$ cat src/rtl/cla_seq_multiplier_pkg.sv
// rtl/cla_seq_multiplier_pkg.sv - shared state encoding and default width for the sequential multiplier
package cla_seq_multiplier_pkg;

  localparam int MUL_WIDTH = 32;
  localparam int MUL_CNT_W = 6;

  typedef enum logic [1:0] {
    IDLE = 2'd0,
    RUN  = 2'd1,
    DONE = 2'd2
  } mul_state_t;

endpackage

$ cat src/rtl/cla_mul_datapath.sv
// rtl/cla_mul_datapath.sv - accumulator/multiplicand registers and adder operand mux
module cla_mul_datapath
  import cla_seq_multiplier_pkg::*;
#(
  parameter int WIDTH = MUL_WIDTH
) (
  input  logic                 clk,
  input  logic                 rst_n,
  input  logic                 load,
  input  logic                 step,
  input  logic [WIDTH-1:0]     mcand,
  input  logic [WIDTH-1:0]     mplier,
  input  logic [WIDTH-1:0]     add_sum,
  input  logic                 add_cout,
  output logic [WIDTH-1:0]     add_a,
  output logic [WIDTH-1:0]     add_b,
  output logic [2*WIDTH-1:0]   next_product
);

  logic [WIDTH-1:0] acc_hi;
  logic [WIDTH-1:0] acc_lo;
  logic [WIDTH-1:0] mcand_r;

  // Operands are forced to zero outside RUN so the shared adder stays quiet.
  always_comb begin
    add_a = '0;
    add_b = '0;
    if (step) begin
      add_a = acc_hi;
      add_b = acc_lo[0] ? mcand_r : '0;
    end
  end

  // Carry-out lands in the top bit of acc_hi after the right shift.
  assign next_product = {add_cout, add_sum, acc_lo[WIDTH-1:1]};

  always_ff @(posedge clk or negedge rst_n) begin
    if (!rst_n) begin
      acc_hi  <= '0;
      acc_lo  <= '0;
      mcand_r <= '0;
    end else if (load) begin
      mcand_r <= mcand;
      acc_hi  <= '0;
      acc_lo  <= mplier;
    end else if (step) begin
      {acc_hi, acc_lo} <= next_product;
    end
  end

endmodule

$ cat src/rtl/cla_seq_multiplier.sv
// rtl/cla_seq_multiplier.sv - iterative shift-and-add unsigned multiplier driving an external CLA
module cla_seq_multiplier
  import cla_seq_multiplier_pkg::*;
#(
  parameter int WIDTH = MUL_WIDTH,
  parameter int CNT_W = MUL_CNT_W
) (
  input  logic                 clk,
  input  logic                 rst_n,
  input  logic                 start,
  input  logic [WIDTH-1:0]     mcand,
  input  logic [WIDTH-1:0]     mplier,
  output logic                 busy,
  output logic                 done,
  output logic [2*WIDTH-1:0]   product,
  output logic [WIDTH-1:0]     add_a,
  output logic [WIDTH-1:0]     add_b,
  input  logic [WIDTH-1:0]     add_sum,
  input  logic                 add_cout
);

  localparam logic [CNT_W-1:0] LAST_ITER = CNT_W'(WIDTH - 1);

  mul_state_t         state;
  logic [CNT_W-1:0]   count;
  logic               load;
  logic               step;
  logic [2*WIDTH-1:0] next_product;

  // A new request is only honoured when no operation is in flight.
  assign load = start && ((state == IDLE) || (state == DONE));
  assign step = (state == RUN);

  cla_mul_datapath #(
    .WIDTH(WIDTH)
  ) u_datapath (
    .clk          (clk),
    .rst_n        (rst_n),
    .load         (load),
    .step         (step),
    .mcand        (mcand),
    .mplier       (mplier),
    .add_sum      (add_sum),
    .add_cout     (add_cout),
    .add_a        (add_a),
    .add_b        (add_b),
    .next_product (next_product)
  );

  always_ff @(posedge clk or negedge rst_n) begin
    if (!rst_n) begin
      state   <= IDLE;
      count   <= '0;
      product <= '0;
      busy    <= 1'b0;
      done    <= 1'b0;
    end else begin
      case (state)
        IDLE, DONE: begin
          done <= 1'b0;
          if (start) begin
            state <= RUN;
            count <= '0;
            busy  <= 1'b1;
          end else begin
            state <= IDLE;
            busy  <= 1'b0;
          end
        end
        RUN: begin
          count <= count + CNT_W'(1);
          if (count == LAST_ITER) begin
            state   <= DONE;
            product <= next_product;
            busy    <= 1'b0;
            done    <= 1'b1;
          end
        end
        default: begin
          state <= IDLE;
          busy  <= 1'b0;
          done  <= 1'b0;
        end
      endcase
    end
  end

endmodule

$ cat config.mk
export PLATFORM = sky130hd
export DESIGN_NAME = cla_seq_multiplier
export DESIGN_NICKNAME = d
export VERILOG_FILES = /design/src/rtl/cla_seq_multiplier_pkg.sv /design/src/rtl/cla_mul_datapath.sv /design/src/rtl/cla_seq_multiplier.sv
export SDC_FILE = /design/constraint.sdc
export NUM_CORES = 1
export LEC_CHECK = 0
export CAP_MARGIN = 20
export CORE_MARGIN = 8
export CORE_UTILIZATION = 45
export DETAILED_ROUTE_END_ITERATION = 6
export PLACE_DENSITY = 0.79
export SLEW_MARGIN = 30
export SYNTH_ARGS = -nofsm -noshare
export SYNTH_HDL_FRONTEND = slang
export SYNTH_SLANG_ARGS = --single-unit
$ cat constraint.sdc
create_clock -name clk -period 2.25 [get_ports clk]
set_input_delay 0.45 -clock clk [delete_from_list [all_inputs] [get_ports clk]]
set_output_delay 0.45 -clock clk [all_outputs]
set_load 0.01 [all_outputs]
# ---- Yosys cells after proc, flatten, opt, wreduce, memory -nomap -nowiden
# Cells that the tools add are included.
dict set report word_totals {
  mem_bits_rw 0
  latchBits 0
  ff_bits 170
  word_cells 39
  n_memories 0
  in_bits 100
  out_inout_bits 130
  romBits 0
}
dict set report classes {
  n_addsub 1
  magnitude_cmp 0
  n_div 0
  shift 0
  eq_ne 5
  multipliers 0
  reduce_logical 8
  bitwise 0
  n_mux 17
}
# op count
set ops {}
lappend ops {{2-to-1 mux 32 bit} 7}
lappend ops {{one-hot mux 6 bit (2 select lines)} 1}
lappend ops {{adder 6 x 1 -> 6 bit (second input constant)} 1}
lappend ops {{equality test 6 x 5 -> 1 bit (second input constant)} 1}
lappend ops {{2-to-1 mux 6 bit} 1}
lappend ops {{2-to-1 mux 1 bit} 5}
lappend ops {{one-hot mux 2 bit (2 select lines)} 1}
lappend ops {{AND reduction 2 bit} 2}
lappend ops {{nonzero test 2 bit} 2}
lappend ops {{equality test 2 x 1 -> 1 bit (second input constant)} 1}
lappend ops {{equality test 2 bit (second input constant)} 1}
lappend ops {{zero test 2 bit} 1}
lappend ops {{2-to-1 mux 2 bit} 1}
lappend ops {{inequality test 2 x 1 -> 1 bit (second input constant)} 1}
lappend ops {{inequality test 2 bit (second input constant)} 1}
lappend ops {{one-hot mux 1 bit (2 select lines)} 1}
lappend ops {{OR reduction 2 bit} 1}
lappend ops {{logical AND 1 bit} 1}
lappend ops {{logical OR 1 bit} 1}

# ---- Logic depth before layout (Yosys ltp)
dict set report logic_depth {
  depth_word 4
  ltp_mapped 6
}

# ---- Cells and area by module
# From an unflattened synthesis, not the netlist that was laid out.
dict set report hier_totals {
  cells_unflattened 620
  area_unflattened_um2 7926.4
}
# module instances cells_each area_per_inst_um2
set modules_own_cells {}
lappend modules_own_cells {cla_mul_datapath 1 447 4879.7}
lappend modules_own_cells {cla_seq_multiplier 1 173 3046.7}

# ---- Worst setup path after synthesis
# Ideal clock, no wire load.
dict set report synth_timing {
  kind {register to output}
  from {reg, netlist name done}
  to {out add_a[10]}
  slack_ps 587
  arrival_ps 1213
  n_path_buf 3
  stages_incl_launch_ff 6
  cell_sequence {dfrtp_1 nor2b_1 buf_2 buf_4 clkbuf_1 and2_1}
}
# item line_no
set synth_lines {}
lappend synth_lines {{end, declared} cla_seq_multiplier.sv:16} ;# output logic [WIDTH-1:0] add_a,

==> impl_metrics.json <==
{
  "status": "complete, no violations",
  "swShare": 0.226,
  "track_usage": 0.200,
  "yosys.area.top_type": "dfrtp_1",
  "synthCells": 625,
  "min_path_cells": 2,
  "ir_drop_v": 0.000459,
  "syn_area_um2": 6980,
  "first_pass_iters": 4,
  "cts_buffers": 17,
  "synth_compound_gate_area_share": 0.0785,
  "wl_per_cell_um": 18.8,
  "rsz0062_at_grt": "true",
  "yosys_register_bits": 169,
  "area_growth_syn_to_layout_pct": 44.5,
  "reg2reg_depth": 7,
  "h-tree-depth": 4,
  "grt_pass1_wl_mm": 31.5,
  "post-route-min-period_ns": 2.19,
  "synth_commonest_cells": "169 x dfrtp_1, 159 x nand2_1, 49 x mux2_1",
  "crit_cells": 5,
  "cts_sinks": 169,
  "pwr_density_cell_nw_per_um2": 641,
  "final_area_um2": 10100,
  "vias_per_cell": 5.29,
  "cp_cell_sequence": "nor2b_4, buf_4, buf_16, and2_1, clkdlybuf4s15_1",
  "path_delay_family": "buffers and inverters",
  "finClkSkew_ns": 0.0122,
  "use_met2": 0.338,
  "top_usage_layer": "met2",
  "ys_warn_count": 0,
  "yosys-mux-area-fraction": 0.106,
  "grt_max_degree": 64,
  "max_freq_ghz": 0.456,
  "syn-num-nets": 726,
  "slowest_delay_ns": 0.42,
  "synthAdderAreaFrac": 0.00179,
  "clk_latency_ns": 0.41,
  "net-switching-power_mw": 1.46,
  "holdWs_ns": 0.469,
  "num_vias": 5581,
  "synth.most_common_cell": "dfrtp_1",
  "avgSynthCellArea_um2": 11.2,
  "clk_pin_slew_ns": 0.06,
  "diodes": 0,
  "relSlewSlack": 0.707,
  "dp_hpwl_mm": 13.6,
  "drive_gt1_frac": 0.153,
  "antenna_found_initial": 0,
  "cts-root-buf": "clkbuf_16",
  "leakagePower_nw": 4.94,
  "min_period_over_period": 0.975,
  "finalPower_mw": 6.46,
  "worstMarginPinSlew_ns": 0.440,
  "grt_util_met1": 0.231,
  "cp_slowest_cell": "dfrtp_1",
  "die_y_um": 141,
  "floorplan.core_area_um2": 15200,
  "finalNetCount": 955,
  "die-area_um2": 19800,
  "synth_top_area_share": 0.606,
  "synth_ff_type": "dfrtp_1",
  "cap_violations": 0,
  "synth-edff-count": 0,
  "yosysSeqAreaShare": 0.606,
  "cts_tree": "yes",
  "hp-class": "reg -> reg",
  "first_global_vias": 5946,
  "drt_iter0_markers": 291,
  "finalHoldViolations": 0,
  "finalSetupViolCount": 0,
  "placed_area_um2": 9500,
  "endpoint_kind": "output port",
  "worst-path-buf-inv": 3,
  "gp_congestion": 0.788,
  "cp-start-kind": "flip-flop",
  "clock_path_buffers": 2,
  "use_met3": 0.0714,
  "ys_types": 30,
  "die_w_um": 141,
  "internal-power_mw": 5.00,
  "seqPwrFrac": 0.493,
  "fin_util": 0.663,
  "critPathKind": "reg -> out",
  "synth_top_family_by_area": "simple AND/OR/NAND/NOR gates",
  "worstPathRequired_ns": 1.80,
  "wirelength_mm": 19.8,
  "grt_overflow_total": 0,
  "drc": 0,
  "synthSimpleGateAreaFrac": 0.171,
  "ant_nets": 0,
  "port_buffers": 229,
  "rows": 45,
  "arrival_ns": 1.74,
  "synth_xor_area_frac": 0.00125,
  "ios": 230,
  "p_clk_frac": 0.432,
  "drv_slew": 0,
  "worst-path-max-fanout": 25,
  "combPwrFrac": 0.076,
  "initial_core_util": 0.459,
  "ys_top_cells_by_area": "dfrtp_1 61%, nand2_1 8.6%, mux2_1 7.9%",
  "async_flop_share": 1.00
}
## stage by stage
stage               setup slack [ns]  instances  setup TNS, ns
finish                        0.0563       1055              0
CTS                          -0.0454       1053        -0.0602
global placement               0.216       1012              0
floorplan                      0.587        625              0
global route                 -0.0337       1055         -0.228
detailed placement             0.158       1012              0
## final timing paths
kind | slack, ns | start | to
worst max-delay path | 0.06 | done | add_a[17]
worst min-delay path | 0.47 | u_datapath.mcand_r[11] | u_datapath.mcand_r[11]
worst min register to register | 0.47 | u_datapath.mcand_r[11] | u_datapath.mcand_r[11]
min in group asynchronous | 0.51 | rst_n | u_datapath.acc_hi[26]
worst max register to register | 0.36 | done | u_datapath.acc_hi[4]
max in group asynchronous | 1.02 | rst_n | product[53]
## worst min-delay path: cells and delay by family (launching register included)
| kind | cells | cell delay [ns] |
|---|---|---|
| flip-flops | 1 | 0.33 |
| AND/OR/NAND/NOR | 2 | 0.11 |
## power by group through the flow
stage	Combinational, mW	Sequential, mW	Clock [mW]
finish	0.489	3.18	2.79
global route	0.536	3.19	2.99
CTS	0.511	3.18	2.85
detailed placement	0.533	3.24	0
global placement	0.519	3.23	0
floorplan	0.147	3.22	0
## layout by cell type, fill, tap and decap left out, drive strengths merged, types with 2 or more instances in the layout
cell type      instances
a31oi                 29
inv                    3
dlygate4sd2            2
dfrtp                169
nand3                  5
clkbuf                37
clkdlybuf4s15         22
a22o                  34
nand2                159
a22oi                  2
nand2b                 2
clkinv                 3
nor2                  32
o22ai                  2
mux2                  65
buf                   51
and2                  32
clkinvlp               5
clkdlybuf4s50        164
nor2b                  2
and3                  32
o21ai                  3
nor3                   3
## final cells by class
class | instances | area [um2]
fillers | 1181 | 5120
flip-flops and latches | 169 | 4230
repair buffers | 257 | 2500
multi-input cells | 409 | 2540
clock buffers | 20 | 457
well taps | 188 | 235
clock inverters | 12 | 116
## sequential cells by signal, indices dropped and copies added, names as in the netlist
| signal | cells |
|---|---|
| product | 64 |
| u_datapath.acc_hi | 32 |
| u_datapath.acc_lo | 32 |
| u_datapath.mcand_r | 32 |
| count | 6 |
| busy | 1 |
| done | 1 |
| state | 1 |
## what timing repair did
item / CTS / global route
resized for setup: 167 / 42
setup endpoints to repair: 64 / 47
hold endpoints to repair: 34 / 0
buffers inserted: 6 / 0
cloned: 2 / 3
hold buffers: 1 / 0
## cells by family (layout without fill, tap and decap cells)
family,Yosys count,in the layout
compound gates,73,73
xor+xnor,1,1
fa+ha+maj,1,1
buf+inv,47,289
flops,169,169
mux,66,66
simple gates,268,268
## layer usage
layer	vias to the layer above	wire, um
li1	2583	-
met1	2781	8070
met2	187	9930
met3	30	1450
met4	0	404
met5	-	0
Note: power is estimated with default switching activity, not from simulation.
